## config.mk

```make
export PLATFORM = sky130hd
export DESIGN_NAME = decode_stage
export DESIGN_NICKNAME = d
export VERILOG_FILES = /design/src/rtl/decode_stage.sv
export SDC_FILE = /design/constraint.sdc
export NUM_CORES = 1
export LEC_CHECK = 0
export BUFFER_PORTS_ARGS = -buffer_cell sky130_fd_sc_hd__buf_4
export CORE_ASPECT_RATIO = 1.75
export CORE_MARGIN = 5
export CORE_UTILIZATION = 40
export DETAILED_ROUTE_END_ITERATION = 7
export PLACE_DENSITY = 0.64
export RECOVER_POWER = 25
export SLEW_MARGIN = 20
export SYNTH_ARGS = -nofsm -noshare
export SYNTH_HDL_FRONTEND = slang
export SYNTH_SLANG_ARGS = --single-unit
```

## constraint.sdc

```tcl
create_clock -name clk -period 5.05 [get_ports clk]
set_clock_uncertainty 0.05 [all_clocks]
set_input_delay 1.515 -clock clk [delete_from_list [all_inputs] [get_ports clk]]
set_output_delay 1.515 -clock clk [all_outputs]
set_load 0.03 [all_outputs]
```

## src/rtl/decode_stage.sv

```systemverilog
// decode_stage -- pipelined MIPS32 decode stage.
//
// Buffers fetched {pc, inst} pairs in a DEPTH-entry FIFO, decodes the FIFO
// head and presents the decoded fields in a registered output stage. Both
// sides use valid/ready handshakes. Up to DEPTH+1 instructions can be in
// flight (FIFO plus output register), and order is strictly preserved.
//
// Ports:
//   clk, rst              rising-edge clock, synchronous active-high reset
//   flush                 drop everything buffered and the output stage
//   in_valid/in_ready     fetch handshake; in_pc / in_inst are the payload
//   out_valid/out_ready   execute handshake
//   out_pc, out_inst      passthrough of the decoded instruction
//   out_inst_type         2'b00 R, 2'b01 I, 2'b10 J
//   out_op_code, out_funct, out_rs, out_rt, out_rd, out_shamt
//                         instruction fields (funct/rd/shamt are 0 for non-R)
//   out_imm               extended immediate, shift amount or jump target
//   out_wreg              destination register, 0 = no writeback
//   out_illegal           opcode is not in the supported set
//   count                 FIFO occupancy, excluding the output register
module decode_stage #(
  parameter int W     = 32,
  parameter int DEPTH = 2,
  parameter int CNT_W = $clog2(DEPTH) + 1
) (
  input  logic             clk,
  input  logic             rst,
  input  logic             flush,
  input  logic             in_valid,
  output logic             in_ready,
  input  logic [W-1:0]     in_pc,
  input  logic [W-1:0]     in_inst,
  output logic             out_valid,
  input  logic             out_ready,
  output logic [W-1:0]     out_pc,
  output logic [W-1:0]     out_inst,
  output logic [1:0]       out_inst_type,
  output logic [5:0]       out_op_code,
  output logic [5:0]       out_funct,
  output logic [4:0]       out_rs,
  output logic [4:0]       out_rt,
  output logic [4:0]       out_rd,
  output logic [4:0]       out_shamt,
  output logic [W-1:0]     out_imm,
  output logic [4:0]       out_wreg,
  output logic             out_illegal,
  output logic [CNT_W-1:0] count
);

  localparam int PTR_W = $clog2(DEPTH);

  localparam logic [1:0] TYPE_R = 2'b00;
  localparam logic [1:0] TYPE_I = 2'b01;
  localparam logic [1:0] TYPE_J = 2'b10;

  localparam logic [5:0] OP_RTYPE = 6'b000000;
  localparam logic [5:0] OP_J     = 6'b000010;
  localparam logic [5:0] OP_JAL   = 6'b000011;
  localparam logic [5:0] OP_LUI   = 6'b001111;

  localparam logic [5:0] FN_SLL = 6'b000000;
  localparam logic [5:0] FN_SRL = 6'b000010;
  localparam logic [5:0] FN_SRA = 6'b000011;
  localparam logic [5:0] FN_JR  = 6'b001000;

  // ---------------------------------------------------------------------
  // FIFO storage and control
  // ---------------------------------------------------------------------
  logic [2*W-1:0]   mem [DEPTH];
  logic [PTR_W-1:0] wr_ptr;
  logic [PTR_W-1:0] rd_ptr;
  logic             push;
  logic             pop;

  assign in_ready = (count != CNT_W'(DEPTH));
  assign push     = in_valid & in_ready & ~flush;
  // The output register can take a new entry when it is empty or when its
  // current entry is being consumed this cycle.
  assign pop      = (count != '0) & (~out_valid | out_ready) & ~flush;

  // NOTE: the storage array carries no reset; only pointers and count define
  // which entries are meaningful, so clearing the data would buy nothing.
  always_ff @(posedge clk) begin
    if (push) begin
      mem[wr_ptr] <= {in_pc, in_inst};
    end
  end

  // NOTE: all sequential state uses non-blocking assignments so every
  // register samples pre-edge values regardless of block ordering.
  always_ff @(posedge clk) begin
    if (rst || flush) begin
      wr_ptr <= '0;
      rd_ptr <= '0;
      count  <= '0;
    end else begin
      // DEPTH is a power of two, so pointer overflow is the modulo wrap.
      if (push) wr_ptr <= wr_ptr + PTR_W'(1);
      if (pop)  rd_ptr <= rd_ptr + PTR_W'(1);
      count <= count + CNT_W'(push) - CNT_W'(pop);
    end
  end

  // ---------------------------------------------------------------------
  // Decode of the FIFO head
  // ---------------------------------------------------------------------
  logic [W-1:0] head_pc;
  logic [W-1:0] head_inst;
  logic [W-1:0] pcp4;
  logic [5:0]   op;
  logic [5:0]   fn;
  logic [W-1:0] sext;
  logic [W-1:0] zext;

  logic [1:0]   d_type;
  logic [5:0]   d_funct;
  logic [4:0]   d_rd;
  logic [4:0]   d_shamt;
  logic [W-1:0] d_imm;
  logic [4:0]   d_wreg;
  logic         d_illegal;

  assign head_pc   = mem[rd_ptr][2*W-1:W];
  assign head_inst = mem[rd_ptr][W-1:0];
  assign pcp4      = head_pc + W'(4);
  assign op        = head_inst[31:26];
  assign fn        = head_inst[5:0];
  assign sext      = {{16{head_inst[15]}}, head_inst[15:0]};
  assign zext      = {16'h0000, head_inst[15:0]};

  // NOTE: every output of this block is given a default first, so no path
  // through the case statement can leave a value unassigned (no latches).
  always_comb begin
    d_type    = TYPE_I;
    d_funct   = '0;
    d_rd      = '0;
    d_shamt   = '0;
    d_imm     = '0;
    d_wreg    = '0;
    d_illegal = 1'b0;
    case (op)
      OP_RTYPE: begin
        d_type  = TYPE_R;
        d_funct = fn;
        d_rd    = head_inst[15:11];
        d_shamt = head_inst[10:6];
        if (fn == FN_SLL || fn == FN_SRL || fn == FN_SRA) begin
          d_imm = W'(head_inst[10:6]);
        end
        // JR only redirects control flow; it has no register result.
        d_wreg = (fn == FN_JR) ? 5'd0 : head_inst[15:11];
      end
      OP_J, OP_JAL: begin
        d_type = TYPE_J;
        d_imm  = {pcp4[W-1:W-4], head_inst[25:0], 2'b00};
        d_wreg = (op == OP_JAL) ? 5'd31 : 5'd0;
      end
      // Branches and REGIMM: signed offset, no writeback.
      6'b000001, 6'b000100, 6'b000101, 6'b000110, 6'b000111: begin
        d_imm = sext;
      end
      // ADDI, ADDIU, SLTI, SLTIU and the loads write rt.
      6'b001000, 6'b001001, 6'b001010, 6'b001011,
      6'b100000, 6'b100001, 6'b100011, 6'b100100, 6'b100101: begin
        d_imm  = sext;
        d_wreg = head_inst[20:16];
      end
      // ANDI, ORI, XORI are logical and take a zero-extended operand.
      6'b001100, 6'b001101, 6'b001110: begin
        d_imm  = zext;
        d_wreg = head_inst[20:16];
      end
      OP_LUI: begin
        d_imm  = {head_inst[15:0], 16'h0000};
        d_wreg = head_inst[20:16];
      end
      // Stores: signed offset, no writeback.
      6'b101000, 6'b101001, 6'b101011: begin
        d_imm = sext;
      end
      default: begin
        d_illegal = 1'b1;
      end
    endcase
  end

  // ---------------------------------------------------------------------
  // Output register
  // ---------------------------------------------------------------------
  always_ff @(posedge clk) begin
    if (rst) begin
      out_valid     <= 1'b0;
      out_pc        <= '0;
      out_inst      <= '0;
      out_inst_type <= '0;
      out_op_code   <= '0;
      out_funct     <= '0;
      out_rs        <= '0;
      out_rt        <= '0;
      out_rd        <= '0;
      out_shamt     <= '0;
      out_imm       <= '0;
      out_wreg      <= '0;
      out_illegal   <= 1'b0;
    end else if (flush) begin
      // Fields may go stale after a flush; only out_valid matters.
      out_valid <= 1'b0;
    end else if (pop) begin
      out_valid     <= 1'b1;
      out_pc        <= head_pc;
      out_inst      <= head_inst;
      out_inst_type <= d_type;
      out_op_code   <= op;
      out_funct     <= d_funct;
      out_rs        <= head_inst[25:21];
      out_rt        <= head_inst[20:16];
      out_rd        <= d_rd;
      out_shamt     <= d_shamt;
      out_imm       <= d_imm;
      out_wreg      <= d_wreg;
      out_illegal   <= d_illegal;
    end else if (out_ready) begin
      // Consumed with nothing behind it: drop valid, hold the fields.
      out_valid <= 1'b0;
    end
  end

endmodule
```

==> flow_summary.rst <==
.. list-table::
   :header-rows: 1

   * - Metric
     - Value
   * - Pin count of the biggest net entering global routing
     - 75
   * - Upper clock frequency limit
     - around 240 MHz
   * - Number of top-level pins
     - approximately 210
   * - Largest stage delay, worst path
     - 1.39 ns
   * - Die area
     - around 28000 µm²
   * - Iteration-0 DRC count of the detailed router
     - 515
   * - Fin util
     - 0.4948
   * - Routed WL
     - between 20000 and 30000 µm
   * - Global-route wire length before repair
     - just under 40000 µm
   * - Predominant post-synthesis flop cell
     - sky130_fd_sc_hd__edfxtp_1
   * - Height of the die
     - 218.0 µm
   * - Pre-Repair DR Iteration Count
     - 5
   * - Worst hold margin
     - around 0.40 ns
   * - Number of CTS-inserted buffers
     - 23
   * - Grt total ovfl
     - 0
   * - Unrepaired setup endpoints after global routing
     - no
   * - Setup Viol. Count Final
     - 0
   * - Post-Route Setup TNS
     - 0 ns
   * - Async S/R FF share, synth
     - 0
   * - Actual transition at the worst max-transition pin
     - 1.660 ns
   * - Vias in the first global route
     - ~7000
   * - H-Tree Depth
     - 1
   * - Final hold violation count
     - 0
   * - CP max-delay cell
     - sky130_fd_sc_hd__clkbuf_2
   * - Sequential fraction of the synthesis area
     - 0.6436
   * - Distinct cells, synth
     - between 50 and 60
   * - Average vias per placed instance
     - roughly 5.3
   * - Vias post-DR
     - 6976
   * - Count of state elements after synthesis
     - roughly 250
   * - Synth-to-layout area growth
     - 22.75%
   * - Antenna violations before repair
     - 0
   * - Share of the synthesized area in the top cell type
     - 0.3886
   * - Share of post-route cells with drive strength above 1
     - 0.2493
   * - CORE AREA
     - 24530 µm²
   * - Worst min path class
     - reg -> reg
   * - DRC Markers
     - 0
   * - Cell taking the most area after synthesis
     - sky130_fd_sc_hd__edfxtp_1
   * - Clock latency at the later pin of the worst-skew pair
     - 0.50 ns
   * - YS warnings
     - 0
   * - Worst voltage drop across the vdd grid
     - 0.0003081 V
   * - Cell chain of the critical path
     - clkbuf_1 -> clkbuf_2 -> a21o_1 -> a311oi_1
   * - Minimum clock period
     - 4.086 ns
   * - CP endpoint kind
     - flop
   * - Port Buffers
     - between 200 and 250
   * - Clk buf depth
     - 3
   * - Failing checks
     - max-capacitance violations, max-slew violations
   * - TritonCTS clock tree
     - built
   * - Post-CTS Setup Inserts
     - 0
   * - Critical-path maximum fanout
     - between 70 and 80
   * - Summed instance area of the synthesized netlist
     - approximately 9900 µm²
   * - GP Congestion
     - approximately 0.79
   * - Arrival time of data at the critical path endpoint
     - roughly 4.4 ns
   * - Number of flops mapped to enable cells by yosys
     - around 130
   * - Synthesized Nets
     - ~900
   * - Top post-synthesis cells by area
     - sky130_fd_sc_hd__edfxtp_1, sky130_fd_sc_hd__dfxtp_1, sky130_fd_sc_hd__a211oi_1, sky130_fd_sc_hd__mux2i_1, sky130_fd_sc_hd__nor2_1
   * - Number of standard-cell rows in the floorplan
     - 76
   * - Filler Cell Count
     - around 2300
   * - Synthesized area per cell
     - 12.09 µm²
   * - Static Leakage
     - 4.253 nW
   * - Worst setup path class
     - in -> reg
   * - Clock transition at the registers of the reported paths
     - 0.07 ns
   * - Residual antenna-violating net count after detailed routing
     - 0
   * - Status
     - complete, but fails checks
   * - Total track usage
     - 0.1764
   * - DP Wirelength
     - 18150 µm
   * - Power per standard cell area
     - 356.8 nW/µm²
   * - Final period utilization
     - 0.8091
   * - Post-CTS Hold Fix Bufs
     - 0
   * - Routed length per instance
     - 19.38 µm
   * - Root Buffer
     - sky130_fd_sc_hd__clkbuf_16
   * - Nature of the critical path startpoint
     - input pin
   * - Number of max-slew violations in the final report
     - around 110
   * - Post-synthesis cell count
     - about 820
   * - Crit path required time
     - roughly 5.3 ns
   * - Number of nets in the layout
     - approximately 1100
   * - Starting utilization of the core area
     - 0.4032
   * - Width of the die
     - ~130 µm
   * - Clk sinks
     - around 250
   * - Max-Slew Margin vs Limit
     - -0.1070
   * - Maximum capacitance violations
     - 2
   * - Post-cts repair resize count
     - 0
[per-layer routing]
| layer | share of wire | GRT usage |
|---|---|---|
| met5 | 0 | 0 |
| met1 | 0.37 | 0.2008 |
| met4 | 0.032 | 0.06622 |
| met2 | 0.54 | 0.3265 |
| met3 | 0.058 | 0.02672 |
[cell usage after synthesis, types with 9 or more instances]
library cell / number
sky130_fd_sc_hd__edfxtp_1: 128
sky130_fd_sc_hd__dfxtp_1: 126
sky130_fd_sc_hd__nor2_1: 93
sky130_fd_sc_hd__a211oi_1: 67
sky130_fd_sc_hd__nand2_1: 62
sky130_fd_sc_hd__mux2i_1: 45
sky130_fd_sc_hd__a21oi_1: 42
sky130_fd_sc_hd__clkbuf_1: 37
sky130_fd_sc_hd__buf_4: 21
sky130_fd_sc_hd__nand3_1: 21
sky130_fd_sc_hd__mux2_2: 20
sky130_fd_sc_hd__a22oi_1: 16
sky130_fd_sc_hd__nor3_1: 14
sky130_fd_sc_hd__o21ai_1: 11
sky130_fd_sc_hd__and3_1: 10
sky130_fd_sc_hd__o21ai_0: 10
sky130_fd_sc_hd__nand4_1: 9
sky130_fd_sc_hd__nor2b_1: 9
[layout make-up]
| class | count | area (µm²) | area share |
|---|---|---|---|
| Sequential cell | 254 | 6370 | 0.5247 |
| Inverter | 6 | 25.02 | 0.002061 |
| Tap cell | 312 | 390.4 | 0.03215 |
| Antenna cell | 1 | 2.502 | 0.0002061 |
| Timing Repair Buffer | 215 | 1529 | 0.1259 |
| Clock inverter | 10 | 96.34 | 0.007936 |
| Clock buffer | 31 | 615.6 | 0.05071 |
| Multi-Input combinational cell | 487 | 3112 | 0.2563 |
[registers in the layout, indices dropped and copies added, names as in the netlist, 2 cells and up, named ones only]
| signal | count |
|---|---|
| out_rd | 5 |
| out_imm | 32 |
| out_wreg | 5 |
| count | 2 |
| out_pc | 32 |
| out_inst | 32 |
| out_funct | 6 |
| out_shamt | 5 |
| mem | 128 |
| out_inst_type | 2 |
[cell usage in the layout (no fill, tap or decap), drive strengths merged, types with 3 or more instances in the layout]
| cell type | n |
|---|---|
| a211oi | 69 |
| a21oi | 42 |
| a222oi | 4 |
| a22o | 5 |
| a22oi | 16 |
| a311oi | 3 |
| and2 | 3 |
| and3 | 10 |
| buf | 149 |
| clkbuf | 97 |
| clkinv | 8 |
| dfxtp | 126 |
| edfxtp | 128 |
| inv | 6 |
| mux2 | 20 |
| mux2i | 47 |
| nand2 | 62 |
| nand3 | 22 |
| nand4 | 9 |
| nor2 | 93 |
| nor2b | 9 |
| nor3 | 15 |
| o21ai | 23 |
| o221ai | 5 |
| or3 | 3 |
| xnor2 | 3 |
[cells by family after synthesis]
kind of cell | Yosys count | synth area share
adder cells (fa/ha/maj) | 2 | 0.002530
AND/OR/NAND/NOR | 236 | 0.1082
AO/OA/AOI/OAI | 178 | 0.1254
flip-flops | 254 | 0.6436
XOR/XNOR | 4 | 0.003543
multiplexers | 67 | 0.07198
buffers and inverters | 77 | 0.04478
[path summary, 6_finish.rpt]
check | start | end | slack, ns | cells after the start
setup / recovery | rst | out_imm[30] | 0.96 | 4
hold / removal | out_imm[11] | out_imm[11] | 0.40 | 2
setup reg to reg | flop | out_wreg[1] | 1.55 | 6
hold reg to reg | out_imm[11] | out_imm[11] | 0.40 | 2
[per-stage QoR]
stage | total power [mW] | setup WS, ns | cells | instance area, µm²
after CTS | 4.388 | 1.582 | 1315 | 12250
after detailed placement | 2.715 | 1.368 | 1274 | 11540
after global routing | 4.489 | 0.7532 | 1315 | 12140
after floorplan | 2.549 | -0.1087 | 818 | 9891
final | 4.331 | 0.9641 | 1316 | 12140
after global placement | 2.708 | 1.414 | 1274 | 11530
[critical path: cells and delay by family]
family | cells | cell delay, ns
AOI/OAI and AO/OA | 2 | 0.36
buffers and inverters | 2 | 2.48
[power by group]
group          leakage (nW)  internal (mW)  switching, mW
clock                 0.351          0.956          0.721
sequential             2.20           2.23         0.0380
combinational          1.71          0.134          0.251
total                  4.25           3.32           1.01
No activity file was read; power rests on OpenSTA's default activity.
